### src/rtl/fetch_unit_pkg.sv
// Shared core definitions: data width, the canonical NOP encoding and the fetch FSM state type.
package core_pkg;

  localparam int XLEN = 32;
  localparam logic [XLEN-1:0] NOP_INSTR = 32'h0000_0013;

  typedef enum logic [2:0] {
    IDLE,
    REQ,
    WAIT,
    HOLD,
    DROP
  } fetch_state_t;

  // Fetch addresses are always word aligned; the low two bits of any redirect are discarded.
  function automatic logic [XLEN-1:0] align_word(input logic [XLEN-1:0] addr);
    return addr & ~XLEN'(3);
  endfunction

endpackage

### src/rtl/fetch_unit_if.sv
// Instruction-memory request/response channel between the fetch stage (master) and memory (slave).
interface fetch_unit_if;
  import core_pkg::*;

  logic            imem_req_valid;
  logic            imem_req_ready;
  logic [XLEN-1:0] imem_addr;
  logic            imem_rsp_valid;
  logic [XLEN-1:0] imem_rdata;

  modport master (
    output imem_req_valid,
    output imem_addr,
    input  imem_req_ready,
    input  imem_rsp_valid,
    input  imem_rdata
  );

  modport slave (
    input  imem_req_valid,
    input  imem_addr,
    output imem_req_ready,
    output imem_rsp_valid,
    output imem_rdata
  );

endinterface

### src/rtl/fetch_unit_if_de_reg.sv
// IF/DE pipeline register: flush beats stall beats load; with nothing loaded it inserts a bubble.
module if_de_reg
  import core_pkg::*;
(
  input  logic            clk,
  input  logic            rst_n,
  input  logic            flush,
  input  logic            stall,
  input  logic            load,
  input  logic [XLEN-1:0] instr_in,
  input  logic [XLEN-1:0] pc_in,
  output logic            valid_out,
  output logic [XLEN-1:0] instr_out,
  output logic [XLEN-1:0] pc_out,
  output logic [XLEN-1:0] pc_plus4_out
);

  logic            valid_q, valid_d;
  logic [XLEN-1:0] instr_q, instr_d;
  logic [XLEN-1:0] pc_q, pc_d;

  // A bubble keeps the last PC so only valid/instr change.
  always_comb begin
    valid_d = valid_q;
    instr_d = instr_q;
    pc_d    = pc_q;
    if (flush) begin
      valid_d = 1'b0;
      instr_d = NOP_INSTR;
    end else if (stall) begin
      valid_d = valid_q;
    end else if (load) begin
      valid_d = 1'b1;
      instr_d = instr_in;
      pc_d    = pc_in;
    end else begin
      valid_d = 1'b0;
      instr_d = NOP_INSTR;
    end
  end

  always_ff @(posedge clk) begin
    if (!rst_n) begin
      valid_q <= 1'b0;
      instr_q <= NOP_INSTR;
      pc_q    <= '0;
    end else begin
      valid_q <= valid_d;
      instr_q <= instr_d;
      pc_q    <= pc_d;
    end
  end

  assign valid_out    = valid_q;
  assign instr_out    = instr_q;
  assign pc_out       = pc_q;
  assign pc_plus4_out = pc_q + XLEN'(4);

endmodule

### src/rtl/fetch_unit.sv
// Instruction fetch stage with one outstanding imem request, stall buffer and redirect handling.
// Optional performance counters are built only when FETCH_PERF_CNT_EN is defined.
module fetch_unit
  import core_pkg::*;
#(
  parameter logic [XLEN-1:0] RESET_PC = 32'h0000_0000
) (
  input  logic            clk,
  input  logic            rst_n,
  input  logic            if_stall,
  input  logic            de_stall,
  input  logic            de_flush,
  input  logic            ex_pc_src,
  input  logic [XLEN-1:0] ex_pc_target,
  fetch_unit_if.master    imem,
  output logic            de_valid,
  output logic [XLEN-1:0] de_instr,
  output logic [XLEN-1:0] de_pc,
  output logic [XLEN-1:0] de_pc_plus4,
  output logic [31:0]     perf_fetched,
  output logic [31:0]     perf_dropped
);

  fetch_state_t    state_q, state_d;
  logic [XLEN-1:0] pc_q, pc_d;
  logic            pending_q, pending_d;
  logic [XLEN-1:0] pending_pc_q, pending_pc_d;
  logic [XLEN-1:0] buf_q, buf_d;
  logic            req_valid_q, req_valid_d;

  logic            adv;
  logic            redir;
  logic            rsp;
  logic            handshake;
  logic [XLEN-1:0] target;
  logic            deliver;
  logic [XLEN-1:0] deliver_instr;

  assign adv       = !if_stall && !de_stall;
  assign redir     = ex_pc_src;
  assign rsp       = imem.imem_rsp_valid;
  assign handshake = (state_q == REQ) && imem.imem_req_ready;
  assign target    = align_word(ex_pc_target);

  // A request accepted after a redirect is already stale, so its response is routed through DROP.
  always_comb begin
    state_d       = state_q;
    pc_d          = pc_q;
    pending_d     = pending_q;
    pending_pc_d  = pending_pc_q;
    buf_d         = buf_q;
    deliver       = 1'b0;
    deliver_instr = buf_q;
    unique case (state_q)
      IDLE: state_d = REQ;
      REQ: begin
        if (handshake) begin
          if (redir) begin
            pending_d    = 1'b1;
            pending_pc_d = target;
            state_d      = DROP;
          end else if (pending_q) begin
            state_d = DROP;
          end else begin
            state_d = WAIT;
          end
        end else if (redir) begin
          pending_d    = 1'b1;
          pending_pc_d = target;
        end
      end
      WAIT: begin
        if (rsp && redir) begin
          pc_d    = target;
          state_d = REQ;
        end else if (redir) begin
          pc_d         = target;
          pending_d    = 1'b1;
          pending_pc_d = target;
          state_d      = DROP;
        end else if (rsp && adv) begin
          deliver       = 1'b1;
          deliver_instr = imem.imem_rdata;
          pc_d          = pc_q + XLEN'(4);
          state_d       = REQ;
        end else if (rsp) begin
          buf_d   = imem.imem_rdata;
          state_d = HOLD;
        end
      end
      HOLD: begin
        if (redir) begin
          pc_d    = target;
          state_d = REQ;
        end else if (adv) begin
          deliver = 1'b1;
          pc_d    = pc_q + XLEN'(4);
          state_d = REQ;
        end
      end
      DROP: begin
        if (rsp) begin
          pc_d      = redir ? target : pending_pc_q;
          pending_d = 1'b0;
          state_d   = REQ;
        end else if (redir) begin
          pc_d         = target;
          pending_pc_d = target;
        end
      end
      default: state_d = IDLE;
    endcase
    req_valid_d = (state_d == REQ);
  end

  always_ff @(posedge clk) begin
    if (!rst_n) begin
      state_q      <= IDLE;
      pc_q         <= RESET_PC;
      pending_q    <= 1'b0;
      pending_pc_q <= RESET_PC;
      buf_q        <= NOP_INSTR;
      req_valid_q  <= 1'b0;
    end else begin
      state_q      <= state_d;
      pc_q         <= pc_d;
      pending_q    <= pending_d;
      pending_pc_q <= pending_pc_d;
      buf_q        <= buf_d;
      req_valid_q  <= req_valid_d;
    end
  end

  assign imem.imem_req_valid = req_valid_q;
  assign imem.imem_addr      = pc_q;

  if_de_reg u_if_de_reg (
    .clk          (clk),
    .rst_n        (rst_n),
    .flush        (de_flush),
    .stall        (de_stall),
    .load         (deliver),
    .instr_in     (deliver_instr),
    .pc_in        (pc_q),
    .valid_out    (de_valid),
    .instr_out    (de_instr),
    .pc_out       (de_pc),
    .pc_plus4_out (de_pc_plus4)
  );

`ifdef FETCH_PERF_CNT_EN
  logic [31:0] perf_fetched_q, perf_fetched_d;
  logic [31:0] perf_dropped_q, perf_dropped_d;
  logic        drop_evt;

  // Anything thrown away counts as dropped: a stale response or a buffered word killed by a redirect.
  assign drop_evt = ((state_q == WAIT) && rsp && redir) ||
                    ((state_q == HOLD) && redir) ||
                    ((state_q == DROP) && rsp);

  always_comb begin
    perf_fetched_d = perf_fetched_q;
    perf_dropped_d = perf_dropped_q;
    if (deliver && !de_flush) perf_fetched_d = perf_fetched_q + 32'd1;
    if (drop_evt)             perf_dropped_d = perf_dropped_q + 32'd1;
  end

  always_ff @(posedge clk) begin
    if (!rst_n) begin
      perf_fetched_q <= '0;
      perf_dropped_q <= '0;
    end else begin
      perf_fetched_q <= perf_fetched_d;
      perf_dropped_q <= perf_dropped_d;
    end
  end

  assign perf_fetched = perf_fetched_q;
  assign perf_dropped = perf_dropped_q;
`else
  assign perf_fetched = '0;
  assign perf_dropped = '0;
`endif

endmodule
### src/flat_wrapper.sv
// flat-port wrapper written by rule: the top's interface ports become plain ports
module fetch_unit_flat import core_pkg::*;
#(
  parameter logic [XLEN-1:0] RESET_PC = 32'h0000_0000
)
  (clk, rst_n, if_stall, de_stall, de_flush, ex_pc_src, ex_pc_target, de_valid, de_instr, de_pc, de_pc_plus4, perf_fetched, perf_dropped, imem_imem_req_valid, imem_imem_addr, imem_imem_req_ready, imem_imem_rsp_valid, imem_imem_rdata);
  fetch_unit_if imem_i ();
  input  logic clk;
  input  logic rst_n;
  input  logic if_stall;
  input  logic de_stall;
  input  logic de_flush;
  input  logic ex_pc_src;
  input  logic [XLEN-1:0] ex_pc_target;
  output logic de_valid;
  output logic [XLEN-1:0] de_instr;
  output logic [XLEN-1:0] de_pc;
  output logic [XLEN-1:0] de_pc_plus4;
  output logic [31:0] perf_fetched;
  output logic [31:0] perf_dropped;
  output wire logic [$bits(imem_i.imem_req_valid)-1:0] imem_imem_req_valid;
  output wire logic [$bits(imem_i.imem_addr)-1:0] imem_imem_addr;
  input wire logic [$bits(imem_i.imem_req_ready)-1:0] imem_imem_req_ready;
  input wire logic [$bits(imem_i.imem_rsp_valid)-1:0] imem_imem_rsp_valid;
  input wire logic [$bits(imem_i.imem_rdata)-1:0] imem_imem_rdata;
  assign imem_imem_req_valid = imem_i.imem_req_valid;
  assign imem_imem_addr = imem_i.imem_addr;
  assign imem_i.imem_req_ready = imem_imem_req_ready;
  assign imem_i.imem_rsp_valid = imem_imem_rsp_valid;
  assign imem_i.imem_rdata = imem_imem_rdata;
  fetch_unit #(.RESET_PC(RESET_PC)) u_core (.clk(clk), .rst_n(rst_n), .if_stall(if_stall), .de_stall(de_stall), .de_flush(de_flush), .ex_pc_src(ex_pc_src), .ex_pc_target(ex_pc_target), .imem(imem_i), .de_valid(de_valid), .de_instr(de_instr), .de_pc(de_pc), .de_pc_plus4(de_pc_plus4), .perf_fetched(perf_fetched), .perf_dropped(perf_dropped));
endmodule
### config.mk
export PLATFORM = sky130hd
export DESIGN_NAME = fetch_unit_flat
export DESIGN_NICKNAME = d
export VERILOG_FILES = /design/src/rtl/fetch_unit_pkg.sv /design/src/rtl/fetch_unit_if.sv /design/src/rtl/fetch_unit_if_de_reg.sv /design/src/rtl/fetch_unit.sv /design/src/flat_wrapper.sv
export SDC_FILE = /design/constraint.sdc
export NUM_CORES = 1
export LEC_CHECK = 0
export ABC_CLOCK_PERIOD_IN_PS = 2600
export CAP_MARGIN = 5
export CORE_MARGIN = 5
export CORE_UTILIZATION = 45
export DETAILED_ROUTE_END_ITERATION = 16
export GPL_ROUTABILITY_DRIVEN = 0
export HOLD_SLACK_MARGIN = 0.08
export PLACE_DENSITY_LB_ADDON = 0.05
export SYNTH_ARGS = -nofsm -noshare
export SYNTH_HDL_FRONTEND = slang
export SYNTH_SLANG_ARGS = --single-unit
### constraint.sdc
create_clock -name clk -period 2.6 [get_ports clk]
set_input_delay 0.52 -clock clk [delete_from_list [all_inputs] [get_ports clk]]
set_output_delay 0.52 -clock clk [all_outputs]
set_load 0.02 [all_outputs]
==> metrics.cfg <==
[yosys]
syn_avg_cell_area_um2 = 8.650
netlist_area_mm2 = 0.008987
synth.most_common_cell = dfxtp_1
synth_top_area_share_pct = 36.98
synthTopCellsByCount = 166 x dfxtp_1, 165 x nand2_1, 67 x buf_4, 59 x nor2_1, 43 x clkbuf_1
yosys.cell_types.count = 71
postSynthCellCount = 1039
ys_top_cells_by_area = dfxtp_1 37%, nand2_1 6.9%, buf_4 5.6%, mux2_4 4.5%, mux2i_1 4.1%
async_flop_share_pct = 0
seq_area_frac_synth_pct = 36.98
yosys_warnings = 0
ys_ff_latch = 166
synth_top_cell_by_area = dfxtp_1
ys.flop_type = dfxtp_1
synth_edf_count = 0

[grt]
grt_pass1_vias = 7842
grt_use_total_pct = 22.70
grtUsageMet3_pct = 5.805
grt_util_met1_pct = 28.29
gr-total-overflow = 0
grt_max_degree = 57
grt_pass1_wl_um = 41340
grt_busiest_layer = met2
antenna_found_initial = 0
gr-usage-met2_pct = 39.21

[power_and_ir_drop]
powerDensity_mw_per_mm2 = 481.6
intPower_w = 0.004388
peakVddDrop_v = 0.0004609
share_seq_of_total_power_pct = 44.4
cellLeakagePower_nw = 4.896
power_frac_comb_pct = 12.8
power_switching_share_pct = 26.60
p_sw_w = 0.001590
p_clk_share_pct = 42.7

[layout]
fillers = 1749
area_growth_pct = 38.09
fin_cells = 1566
n_antenna_cell = 0
register_area_mm2 = 0.003337
multi_input_area_mm2 = 0.005200
drive_above_1_share_pct = 20.68
fin_util_pct = 63.35
fin_nets = 1362

[clock_network]
clock_latency_ns = 0.42
clock_path_buffers = 2
root_buffer = clkbuf_16
cts_made_buffers = 17
cts_tree = built
clock_sinks = 166
ctsHoldBuffers = 0
cts.clk_slew.worst_paths_ns = 0.07
htree_levels = 4

[critical_path]
cp_common_cell = buf_6
rr_startpoint = u_core.state_q[1]
worstSetupPathType = register to output port
crit_chain = and3_4 -> nand3_4 -> or3_4 -> buf_6 -> buf_6 -> nor3_4 -> xor2_1 -> buf_4
setup.worst_path.end_class = output port
startpoint_type = register
cp_slowest_cell = or3_4
crit_required_ns = 2.08
path_max_fanout = 4
worstPathArrival_ns = 2.16
critical_path.max_stage_delay_ns = 0.43
r2r_setup_slack_ns = 0.29
reg2reg_depth = 6
r2r_end = u_core.u_if_de_reg.instr_out[26]

[die]
die_h_um = 151.3
die_x_um = 151.3
boundaryPins = 266
core_area_mm2 = 0.01959
start_util_pct = 45.88
fp.dieArea_mm2 = 0.02290
rows = 51

[worst_hold_path]
min_to = u_core.u_if_de_reg.valid_out
hold_depth = 2
hold_path_class = register to register
hold_start = u_core.u_if_de_reg.valid_out

[detailed_routing]
drtIter0Drc = 393
wl_per_cell_um = 17.12
drt-total-wl_um = 26810
antenna_left = 0
via_count = 8128
firstDrtPassIters = 5
routed_via_density = 5.190
drc = 0

[sta]
final_hold_viol_count = 0
tightest_slew_ns = 0.7449
timing.hold.ws_ns = 0.4577
slew_headroom_pct = 49.96
clock_skew_ns = 0.008290
finalSetupViolCount = 5
period_needed_ns = 2.682
period_share_pct = 103.1
setup_ws_ns = -0.08161
rsz0062_at_grt = yes
drv_slew = 0
max_freq_mhz = 372.9

[run]
cap_violations = 0

[outcome]
outcome = finished, violations left
violations = negative setup slack

[place]
dp.cells = 1526
place_hpwl_um = 19230
io_buffers = 199

## stage by stage
stage | instance area [µm²] | worst slack, ns | TNS, ns | total power, W
final | 12410 | -0.08161 | -0.2068 | 0.005978
after global routing | 12410 | -0.1702 | -0.9620 | 0.006198
after CTS | 12310 | -0.1156 | -0.3412 | 0.006028
after detailed placement | 11630 | -0.2165 | -9.671 | 0.003471
after global placement | 11630 | -0.1737 | -6.645 | 0.003467
after floorplan | 9224 | 0.03985 | 0 | 0.003200
## what timing repair did
action,in CTS,in global routing
setup buffers,4,4
endpoints found under the setup margin,24,21
pin swaps,8,8
resized for setup,123,26
## routing by layer
metal	routed length, µm	vias up	share of wire, %
met5	0	-	0
met4	363	0	1.4
met3	1752	24	6.5
met2	13420	240	50
met1	11270	3848	42
li1	-	4016	-
## layout by cell type (no fill, tap or decap), types with 16 or more instances in the layout
master and count:
clkdlybuf4s50_1 172, nand2_1 164, dfxtp_1 155, buf_4 103, conb_1 64, nor2_1 55
mux2i_1 37, nor2b_1 37, a21boi_0 35, a21boi_1 30, a21oi_1 29, nand3_1 28
o21ai_0 28, mux2_4 27, a22oi_2 27, xnor2_1 18, clkbuf_16 17, nand4_1 16
## registers in the layout, indices dropped and copies added, names as in the netlist, 3 cells and up
name / cells
u_core.state_q: 3
u_core.buf_q: 32
u_core.imem.imem_addr: 32
u_core.u_if_de_reg.pc_out: 32
u_core.pending_pc_q: 32
u_core.u_if_de_reg.instr_out: 32
## critical path, delay by kind of cell, from the launching register on
family,cells,cell delay [ns]
xor gates and xnor gates,1,0.16
buffers and inverters,3,0.41
DFF,1,0.34
and+or+nand+nor,4,0.82
## cell type report
class	count	area share, %
timing repair buffer	307	23.43
multi-input combinational	785	41.90
clock inverter	14	1.321
sequential	166	26.89
clock buffer	18	3.458
tap	265	2.672
inverter	11	0.3327
## worst max-delay path by stage
stage / startpoint / to / slack [ns] / cells past startpoint
global route: u_core.u_if_de_reg.pc_out[2] / de_pc_plus4[21] / -0.17 / 8
global placement: u_core.u_if_de_reg.pc_out[6] / de_pc_plus4[21] / -0.17 / 7
CTS: u_core.u_if_de_reg.pc_out[7] / de_pc_plus4[30] / -0.12 / 9
detailed placement: u_core.u_if_de_reg.pc_out[10] / de_pc_plus4[31] / -0.22 / 7
floorplan: u_core.u_if_de_reg.pc_out[7] / de_pc_plus4[31] / 0.04 / 6
finish: u_core.u_if_de_reg.pc_out[2] / de_pc_plus4[21] / -0.08 / 8
## cells by family after synthesis
family | after synthesis | synth area share [%]
and+or+nand+nor | 380 | 20.13
AOI/OAI and AO/OA | 237 | 20.31
DFF | 166 | 36.98
muxes | 71 | 9.509
other | 1 | 0.04173
adders and majority gates | 2 | 0.2784
xor gates and xnor gates | 31 | 3.021
buffers and inverters | 151 | 9.731
## power groups by stage
stage	clock network [W]	registers (W)	logic (W)
global placement	0	0.00271	0.000756
global route	0.00271	0.00266	0.000825
floorplan	0	0.00272	0.000478
detailed placement	0	0.00271	0.000759
CTS	0.00261	0.00266	0.000763
finish	0.00255	0.00266	0.000767
No activity file was read; power rests on OpenSTA's default activity.
